===== src/rtl/hit_tracker.sv =====
// Per-frame probe-pixel hit tracker: keeps the closest hit per probe, commits on frame_clk rising edges
// and queues click-confirmed crosshair hits. Optional click debounce: HIT_TRACKER_DEBOUNCE_EN.
module hit_tracker #(
    parameter int              NUM_PROBES = 4,
    parameter int              IDX_W      = 2,
    parameter int              T_W        = 64,
    parameter logic [T_W-1:0]  T_MISS     = 64'hEFFFFFFFFFFFFFFF,
    parameter int              FIFO_DEPTH = 4,
    parameter int              SCORE_W    = 16
) (
    input  logic                        Clk,
    input  logic                        Reset,
    input  logic                        frame_clk,
    input  logic                        click,
    input  logic                        WritePixel,
    input  logic [9:0]                  WriteX,
    input  logic [9:0]                  WriteY,
    input  logic [T_W-1:0]              tbest,
    input  logic [IDX_W-1:0]            best_in,
    input  logic [NUM_PROBES*20-1:0]    probe_xy,
    output logic [NUM_PROBES-1:0]       hit_mask,
    output logic [NUM_PROBES*IDX_W-1:0] hit_index,
    output logic                        hit,
    output logic                        evt_valid,
    output logic [IDX_W-1:0]            evt_index,
    input  logic                        evt_ready,
    output logic                        evt_overflow,
    output logic [SCORE_W-1:0]          score
);

    localparam int                PTR_W    = $clog2(FIFO_DEPTH);
    localparam logic [PTR_W:0]    FULL_CNT = (PTR_W+1)'(FIFO_DEPTH);

    typedef enum logic {
        COLLECT = 1'b0,
        COMMIT  = 1'b1
    } state_t;

    state_t                  state_r;
    state_t                  next_state_s;
    logic                    fc_q_r;
    logic                    frame_edge_s;
    logic                    commit_s;
    logic [NUM_PROBES-1:0]   upd_s;
    logic                    click_set_s;

    logic [T_W-1:0]          work_t_r   [NUM_PROBES];
    logic [IDX_W-1:0]        work_idx_r [NUM_PROBES];
    logic [NUM_PROBES-1:0]   work_hit_r;
    logic                    work_click_r;

    logic [IDX_W-1:0]        mem_r [FIFO_DEPTH];
    logic [PTR_W-1:0]        wr_ptr_r;
    logic [PTR_W-1:0]        rd_ptr_r;
    logic [PTR_W:0]          count_r;
    logic                    push_s;
    logic                    pop_s;
    logic                    full_s;
    logic                    wr_en_s;

    assign frame_edge_s = frame_clk & ~fc_q_r;

    // Frame strobe history for edge detection
    always_ff @(posedge Clk or posedge Reset) begin
        if (Reset) begin
            fc_q_r <= 1'b0;
        end else begin
            fc_q_r <= frame_clk;
        end
    end

    // FSM state register
    always_ff @(posedge Clk or posedge Reset) begin
        if (Reset) begin
            state_r <= COLLECT;
        end else begin
            state_r <= next_state_s;
        end
    end

    // Next state; an edge seen during COMMIT is ignored
    always_comb begin
        next_state_s = state_r;
        commit_s     = 1'b0;
        case (state_r)
            COLLECT: begin
                if (frame_edge_s) begin
                    next_state_s = COMMIT;
                    commit_s     = 1'b1;
                end else begin
                    next_state_s = COLLECT;
                end
            end
            COMMIT:  next_state_s = COLLECT;
            default: next_state_s = COLLECT;
        endcase
    end

    // Per-probe closer-hit detection; writes in the edge cycle are dropped
    always_comb begin
        upd_s = '0;
        for (int p = 0; p < NUM_PROBES; p++) begin
            upd_s[p] = ~commit_s & WritePixel
                     & (WriteX == probe_xy[p*20+10 +: 10])
                     & (WriteY == probe_xy[p*20 +: 10])
                     & (tbest != T_MISS)
                     & (tbest < work_t_r[p]);
        end
    end

`ifdef HIT_TRACKER_DEBOUNCE_EN
    logic       sync1_r;
    logic       sync2_r;
    logic [7:0] db_cnt_r;

    // 16th consecutive synchronised-high cycle qualifies the click
    assign click_set_s = sync2_r & (db_cnt_r >= 8'd15);

    // Click synchroniser and consecutive-high counter
    always_ff @(posedge Clk or posedge Reset) begin
        if (Reset) begin
            sync1_r  <= 1'b0;
            sync2_r  <= 1'b0;
            db_cnt_r <= 8'd0;
        end else begin
            sync1_r <= click;
            sync2_r <= sync1_r;
            if (commit_s || !sync2_r) begin
                db_cnt_r <= 8'd0;
            end else if (db_cnt_r != 8'hFF) begin
                db_cnt_r <= db_cnt_r + 8'd1;
            end
        end
    end
`else
    assign click_set_s = click;
`endif

    // Working (current-frame) registers
    always_ff @(posedge Clk or posedge Reset) begin
        if (Reset) begin
            work_hit_r   <= '0;
            work_click_r <= 1'b0;
            for (int p = 0; p < NUM_PROBES; p++) begin
                work_t_r[p]   <= T_MISS;
                work_idx_r[p] <= '0;
            end
        end else if (commit_s) begin
            work_hit_r   <= '0;
            work_click_r <= click_set_s;
            for (int p = 0; p < NUM_PROBES; p++) begin
                work_t_r[p]   <= T_MISS;
                work_idx_r[p] <= '0;
            end
        end else begin
            work_click_r <= work_click_r | click_set_s;
            for (int p = 0; p < NUM_PROBES; p++) begin
                if (upd_s[p]) begin
                    work_hit_r[p] <= 1'b1;
                    work_t_r[p]   <= tbest;
                    work_idx_r[p] <= best_in;
                end
            end
        end
    end

    // Committed per-frame results
    always_ff @(posedge Clk or posedge Reset) begin
        if (Reset) begin
            hit_mask  <= '0;
            hit_index <= '0;
            hit       <= 1'b0;
        end else if (commit_s) begin
            hit_mask <= work_hit_r;
            hit      <= work_hit_r[0] & work_click_r;
            for (int p = 0; p < NUM_PROBES; p++) begin
                hit_index[p*IDX_W +: IDX_W] <= work_idx_r[p];
            end
        end
    end

    assign push_s    = (state_r == COMMIT) & hit;
    assign pop_s     = evt_valid & evt_ready;
    assign full_s    = (count_r == FULL_CNT);
    assign wr_en_s   = push_s & (~full_s | pop_s);
    assign evt_valid = (count_r != '0);
    assign evt_index = mem_r[rd_ptr_r];

    // Hit event FIFO, overflow flag and saturating score
    always_ff @(posedge Clk or posedge Reset) begin
        if (Reset) begin
            wr_ptr_r     <= '0;
            rd_ptr_r     <= '0;
            count_r      <= '0;
            evt_overflow <= 1'b0;
            score        <= '0;
            for (int i = 0; i < FIFO_DEPTH; i++) begin
                mem_r[i] <= '0;
            end
        end else begin
            if (wr_en_s) begin
                mem_r[wr_ptr_r] <= hit_index[IDX_W-1:0];
                wr_ptr_r        <= wr_ptr_r + PTR_W'(1);
            end
            if (pop_s) begin
                rd_ptr_r <= rd_ptr_r + PTR_W'(1);
            end
            case ({wr_en_s, pop_s})
                2'b10:   count_r <= count_r + (PTR_W+1)'(1);
                2'b01:   count_r <= count_r - (PTR_W+1)'(1);
                default: count_r <= count_r;
            endcase
            if (push_s && full_s && !pop_s) begin
                evt_overflow <= 1'b1;
            end
            if (push_s && (score != {SCORE_W{1'b1}})) begin
                score <= score + SCORE_W'(1);
            end
        end
    end

endmodule


===== config.mk =====
export PLATFORM = sky130hd
export DESIGN_NAME = hit_tracker
export DESIGN_NICKNAME = d
export VERILOG_FILES = /design/src/rtl/hit_tracker.sv
export SDC_FILE = /design/constraint.sdc
export NUM_CORES = 1
export LEC_CHECK = 0
export ABC_CLOCK_PERIOD_IN_PS = 12700
export CAP_MARGIN = 20
export CORE_ASPECT_RATIO = 1.25
export CORE_MARGIN = 2
export CORE_UTILIZATION = 42
export DETAILED_ROUTE_END_ITERATION = 7
export PLACE_DENSITY = 0.61
export SKIP_CTS_REPAIR_TIMING = 1
export SLEW_MARGIN = 5
export SYNTH_ARGS = -nofsm -noshare
export SYNTH_HDL_FRONTEND = slang
export SYNTH_SLANG_ARGS = --single-unit

===== constraint.sdc =====
create_clock -name Clk -period 12.7 [get_ports Clk]
set_clock_uncertainty 0.2 [all_clocks]
set_input_delay 2.54 -clock Clk [delete_from_list [all_inputs] [get_ports Clk]]
set_output_delay 2.54 -clock Clk [all_outputs]
set_load 0.1 [all_outputs]

==> results of run 1 <==
==> synthesized netlist by cell type (all sizes together) (5+ instances only) <==
cell type,number
nor2b,7
dfstp,252
nor2,350
nor4,17
nand4,87
and2,5
nand3,15
ha,258
inv,267
nand2,92
nor3,12
a21oi,73
mux2i,264
clkbuf,54
a21o,69
o21ai,33
xnor2,82
and4,6
buf,26
dfrtp,64
mux2,9
o211ai,6
a211oi,14
xor2,19
==> state kept, by name (all words and copies together) (netlist names) <==
signal        count
mem_r             8
evt_overflow      1
wr_ptr_r          2
rd_ptr_r          2
work_t_r        256
state_r           1
score            16
count_r           3
hit_index         8
work_hit_r        4
fc_q_r            1
work_click_r      1
hit               1
work_idx_r        8
hit_mask          4
==> through the flow <==
stage	power, mW	util	instances	hold WS [ns]
2_1_floorplan	1.23	-	2127	0.239
3_3_place_gp	1.37	0.480	2908	0.247
3_5_place_dp	1.38	0.480	2908	0.255
4_1_cts	2.50	0.506	2970	0.269
5_1_grt	2.56	0.506	2970	0.288
6_report	2.47	0.506	2970	0.265
==> worst max-delay path, delay by kind of cell <==
family          cells  cell delay (ns)
compound gates      7             2.49
mux                 1             0.21
fa+ha+maj           1             0.35
buf+inv             2             1.21
==> layout make-up <==
type	count	area (µm²)
repair buffers	217	2140
multi-input cells	1463	11100
clock inverters	10	178
inverters	268	1020
fillers	4442	23900
well taps	644	806
clock buffers	52	1060
flip-flops and latches	316	8220
==> power breakdown <==
part / switching (mW) / leakage, nW / internal [mW] / total, mW
combinational: 0.198 / 10.1 / 0.122 / 0.320
sequential: 0.0170 / 3.52 / 1.03 / 1.04
clock: 0.424 / 0.608 / 0.680 / 1.10
total: 0.639 / 14.2 / 1.83 / 2.47
==> metal layers <==
| layer | GRT usage | routed length, µm | up-vias |
|---|---|---|---|
| met3 | 0.0288 | 1930 | 72 |
| met4 | 0.0634 | 1430 | 2 |
| met5 | 0 | 15 | - |
| met2 | 0.405 | 28500 | 247 |
| met1 | 0.270 | 23900 | 7618 |
| li1 | - | - | 7549 |
==> logic make-up (layout without fill, tap and decap cells) <==
group,Yosys count,count (layout),share of synthesized area
fa+ha+maj,259,259,0.157
simple gates,604,604,0.129
flops,316,316,0.398
compound gates,224,224,0.0705
mux,275,275,0.135
xor+xnor,101,101,0.0429
buf+inv,348,547,0.0671
==> final timing paths <==
check / to / slack [ns] / cells after the start
max in group asynchronous: work_t_r[188]$_DFFE_PP0P_ / 7.68 / 4
hold reg to reg: hit_index[5]$_DFFE_PP0P_ / 0.27 / 2
hold / removal: hit_index[5]$_DFFE_PP0P_ / 0.27 / 2
setup reg to reg: work_idx_r[5]$_DFFE_PP0P_ / 8.20 / 11
setup / recovery: work_idx_r[5]$_DFFE_PP0P_ / 6.03 / 11
min in group asynchronous: count_r[0]$_DFFE_PP0P_ / 2.33 / 2
==> impl_metrics.py, run 1 <==
metrics = {
    "synthesis": {
        "synth-main-ff-cell": "dfstp_2",
        "yosys-top-cells-area": "dfstp_2, ha_1, mux2i_1",
        "synth_nets": 2558,
        "yosys_warnings": 0,
        "ys_seq_area_frac": 0.398,
        "synthCells": 2127,
        "netlist.area_leader.share": 0.321,
        "synthArstFlopShare": 1.00,
        "synth_top_cell_by_area": "dfstp_2",
        "netlist_area_um2": 20600,
        "ys_types": 52,
        "synth_edf_count": 0,
        "synth-seq-cells": 316,
        "syn_avg_cell_area_um2": 9.71,
    },
    "detailed_routing": {
        "first_pass_iters": 5,
        "viasPerCell": 5.21,
        "drt_wl_total_um": 55700,
        "wl_per_cell_um": 18.8,
        "drtIter0Drc": 795,
        "ant_nets": 0,
        "drc": 0,
        "num_vias": 15500,
    },
    "global_route": {
        "grt_pass1_wl_um": 89200,
        "grt_max_degree": 164,
        "antenna_found_initial": 1,
        "grt_pass1_vias": 16300,
        "track_usage": 0.221,
        "grt_overflow": 0,
    },
    "cells_and_area": {
        "final_nets": 2732,
        "antenna_cells": 0,
        "final_cell_mix": "nor2_1, inv_1, mux2i_1",
        "final_common_cell": "nor2_1",
        "final_area_um2": 24500,
        "drive_gt1_frac": 0.145,
        "syn2layout_area_growth_pct": 18.7,
    },
    "die": {
        "die_y_um": 252,
        "dieArea_um2": 51000,
        "ios": 205,
        "rows": 90,
        "die-width_um": 202,
        "core_area_um2": 48400,
        "start_util": 0.426,
    },
    "critical_path": {
        "cp_slowest_cell": "a2111oi_0",
        "start_kind": "input port",
        "end_kind": "flop",
        "crit_top_cell": "a21oi_1",
        "crit_type": "input port to flop",
        "cp_data_required_time_ns": 12.88,
        "path_cells": "clkdlybuf4s50_1, ha_1, a21oi_1, o21ai_0, a22oi_1, o211ai_1, a2111oi_0, a21oi_1, a2111o_2, buf_4, mux2i_1",
        "crit_start": "tbest[32]",
        "crit_arrival_ns": 6.85,
        "r2r-start": "work_t_r[173]$_DFFE_PP1P_",
        "slowest_delay_ns": 0.87,
        "crit_path_max_fanout": 44,
    },
    "run": {
        "cap_violations": 0,
    },
    "placed_design": {
        "post_dp_cell_area_um2": 23300,
        "finalWeightedCongestion": 0.857,
        "port_buffers": 204,
        "hpwlAfterDp_um": 41200,
        "dp_slack_ns": 5.43,
    },
    "clock_tree": {
        "clk_pin_slew_ns": 0.06,
        "cts_tree": "yes",
        "cts.sinks": 316,
        "cts_buffers": 35,
        "h-tree-depth": 2,
        "cts_buffer_depth": 3,
        "clock_latency_ns": 0.54,
        "root_buffer": "clkbuf_16",
    },
    "sta": {
        "finalCriticalPeriod_ns": 6.67,
        "fin_crit_sh": 0.525,
        "finalSetupViolCount": 0,
        "rsz0062_at_grt": "false",
        "tns_ns": 0,
        "fmax_mhz": 150,
        "setup_ws_ns": 6.03,
        "worstMarginPinSlew_ns": 1.03,
        "relSlewSlack": 0.306,
        "maxSlewViolCount": 0,
        "finalHoldViolCount": 0,
    },
    "run_status": {
        "status": "complete, no violations",
    },
    "power": {
        "leakagePower_nw": 14.2,
        "vdd_drop_max_mv": 0.0762,
        "power_density_nw_per_um2": 101,
    },
    "worst_hold_path": {
        "hp-class": "flop to flop",
        "hp-start": "work_idx_r[3]$_DFFE_PP0P_",
    },
}
(Power assumes the default switching activity.)
==> run 2, diff against run 1 <==
--- a/config.mk
+++ b/config.mk
@@ -5,7 +5,7 @@
 export SDC_FILE = /design/constraint.sdc
 export NUM_CORES = 1
 export LEC_CHECK = 0
-export ABC_CLOCK_PERIOD_IN_PS = 12700
+export ABC_CLOCK_PERIOD_IN_PS = 6780
 export CAP_MARGIN = 20
 export CORE_ASPECT_RATIO = 1.25
 export CORE_MARGIN = 2
==> constraint.sdc (replaced) <==
create_clock -name Clk -period 6.78 [get_ports Clk]
set_clock_uncertainty 0.2 [all_clocks]
set_input_delay 1.356 -clock Clk [delete_from_list [all_inputs] [get_ports Clk]]
set_output_delay 1.356 -clock Clk [all_outputs]
set_load 0.1 [all_outputs]
==> run 2 against run 1 <==
  * Flip-flop and latch count is the same
  * Power grew 82%
  * Die area is the same
  * Clock power grew 75%
  * Highest routed layer unchanged
  * Largest power group is now sequential cells
  * First-iteration DRC count shrank 7.4%
==> impl_metrics.py, run 2 (synthesis gave the netlist of run 1 again) <==
metrics = {
    "sta": {
        "finalCriticalPeriod_ns": 5.07,
        "rsz0062_at_grt": "false",
        "tns_ns": 0,
        "fmax_mhz": 197,
        "whs_ns": 0.268,
        "finalHoldViolCount": 0,
        "maxSlewViolCount": 0,
        "fin_crit_sh": 0.748,
        "setup_ws_ns": 1.71,
        "finalSetupViolCount": 0,
        "worstMarginPinSlew_ns": 1.12,
        "relSlewSlack": 0.234,
    },
    "power": {
        "vdd_drop_max_mv": 0.141,
        "power_mw": 4.48,
        "leakagePower_nw": 14.2,
        "power_density_nw_per_um2": 183,
    },
    "cells_and_area": {
        "syn2layout_area_growth_pct": 18.7,
        "final_cell_count_no_fill": 2978,
        "top_register": "work_t_r",
        "utilization": 0.506,
        "final_cell_mix": "nor2_1, inv_1, mux2i_1",
        "antenna_cells": 0,
        "drive_gt1_frac": 0.146,
        "final_common_cell": "nor2_1",
        "final_area_um2": 24500,
        "final_nets": 2738,
        "n_fill_cell": 4490,
        "largest_reg_flops": 256,
        "reg_top3": "work_t_r (256), score (16)",
    },
    "detailed_routing": {
        "wl_met1_um": 24600,
        "drt_wl_total_um": 55900,
        "viasPerCell": 5.21,
        "drc": 0,
        "wl_per_cell_um": 18.8,
        "num_vias": 15500,
        "first_pass_iters": 5,
        "ant_nets": 0,
        "wl_met3_um": 1950,
        "dr_wl_met2_um": 27800,
        "drtIter0Drc": 736,
        "top_layer_used": "met5",
    },
    "critical_path": {
        "start_kind": "input port",
        "crit_arrival_ns": 5.31,
        "end_kind": "flop",
        "cp_data_required_time_ns": 7.02,
        "crit_type": "input port to flop",
        "rrSetupSlack_ns": 2.62,
        "crit_path_max_fanout": 39,
        "r2r-start": "work_t_r[173]$_DFFE_PP1P_",
        "crit_start": "tbest[33]",
    },
    "die": {
        "start_util": 0.426,
        "die_y_um": 252,
        "rows": 90,
        "ios": 205,
        "die-width_um": 202,
        "core_area_um2": 48400,
        "dieArea_um2": 51000,
    },
    "placed_design": {
        "placedCellCount": 2913,
        "hpwlAfterDp_um": 41600,
        "dp_slack_ns": 1.16,
        "post_dp_cell_area_um2": 23400,
        "finalWeightedCongestion": 0.846,
        "port_buffers": 204,
    },
    "clock_tree": {
        "h-tree-depth": 2,
        "cts.sinks": 316,
        "clock_latency_ns": 0.53,
        "cts_buffers": 36,
        "root_buffer": "clkbuf_16",
        "clk_pin_slew_ns": 0.06,
        "cts_buffer_depth": 3,
        "cts_tree": "yes",
    },
    "global_route": {
        "grt_max_degree": 195,
        "track_usage": 0.222,
        "antenna_found_initial": 1,
        "grt_pass1_wl_um": 89800,
        "grt_overflow": 0,
        "grt_pass1_vias": 16400,
    },
    "worst_hold_path": {
        "hp-start": "work_hit_r[3]$_DFFE_PP0P_",
        "hp-class": "flop to flop",
    },
    "run_status": {
        "status": "complete, no violations",
    },
    "run": {
        "cap_violations": 0,
    },
}
run 2: changes by cell type in the layout (fill, tap and decap cells not counted), sizes merged:
| cell | delta |
|---|---|
| buf | +5 |
| bufinv | -3 |
| clkinv | +4 |
| clkinvlp | +1 |
| inv | +1 |
run 2: layer usage:
metal  up-vias  track usage
met2       252        0.392
met3        76       0.0314
li1       7566            -
met5         -            0
met1      7611        0.280
met4         2       0.0682
run 2: final timing paths:
kind                                              to  depth (start not counted)
max                        work_t_r[150]$_DFFE_PP1P_                         11
min                          hit_mask[3]$_DFFE_PP0P_                          2
min in group asynchronous    hit_mask[3]$_DFFE_PP0P_                          2
min reg2reg                  hit_mask[3]$_DFFE_PP0P_                          2
max in group asynchronous   work_t_r[60]$_DFFE_PP0P_                          3
max reg2reg                work_t_r[150]$_DFFE_PP1P_                         11
run 2: power by group:
group / total, mW / switching, mW / leakage, nW / internal (mW)
clock network: 1.92 / 0.793 / 0.567 / 1.13
logic: 0.606 / 0.374 / 10.1 / 0.232
registers: 1.96 / 0.0327 / 3.52 / 1.92
run 2: layout make-up:
cell class                      instances  area (µm²)  area share
Tap cell                              644         806      0.0329
Timing Repair Buffer                  222        2240      0.0915
Clock buffer                           52        1020      0.0417
Sequential cell                       316        8220       0.335
Clock inverter                         13         129     0.00526
Inverter                              268        1020      0.0415
Multi-Input combinational cell       1463       11100       0.452
run 2: critical path, stage by stage:
cell and delay, ns:
clkdlybuf4s50_1 0.69, ha_1 0.31, a21oi_1 0.14, o21ai_0 0.11
a22oi_1 0.16, o211ai_1 0.17, a2111oi_0 1.00, a21oi_1 0.23
a2111o_2 0.46, buf_4 0.37, mux2i_1 0.26
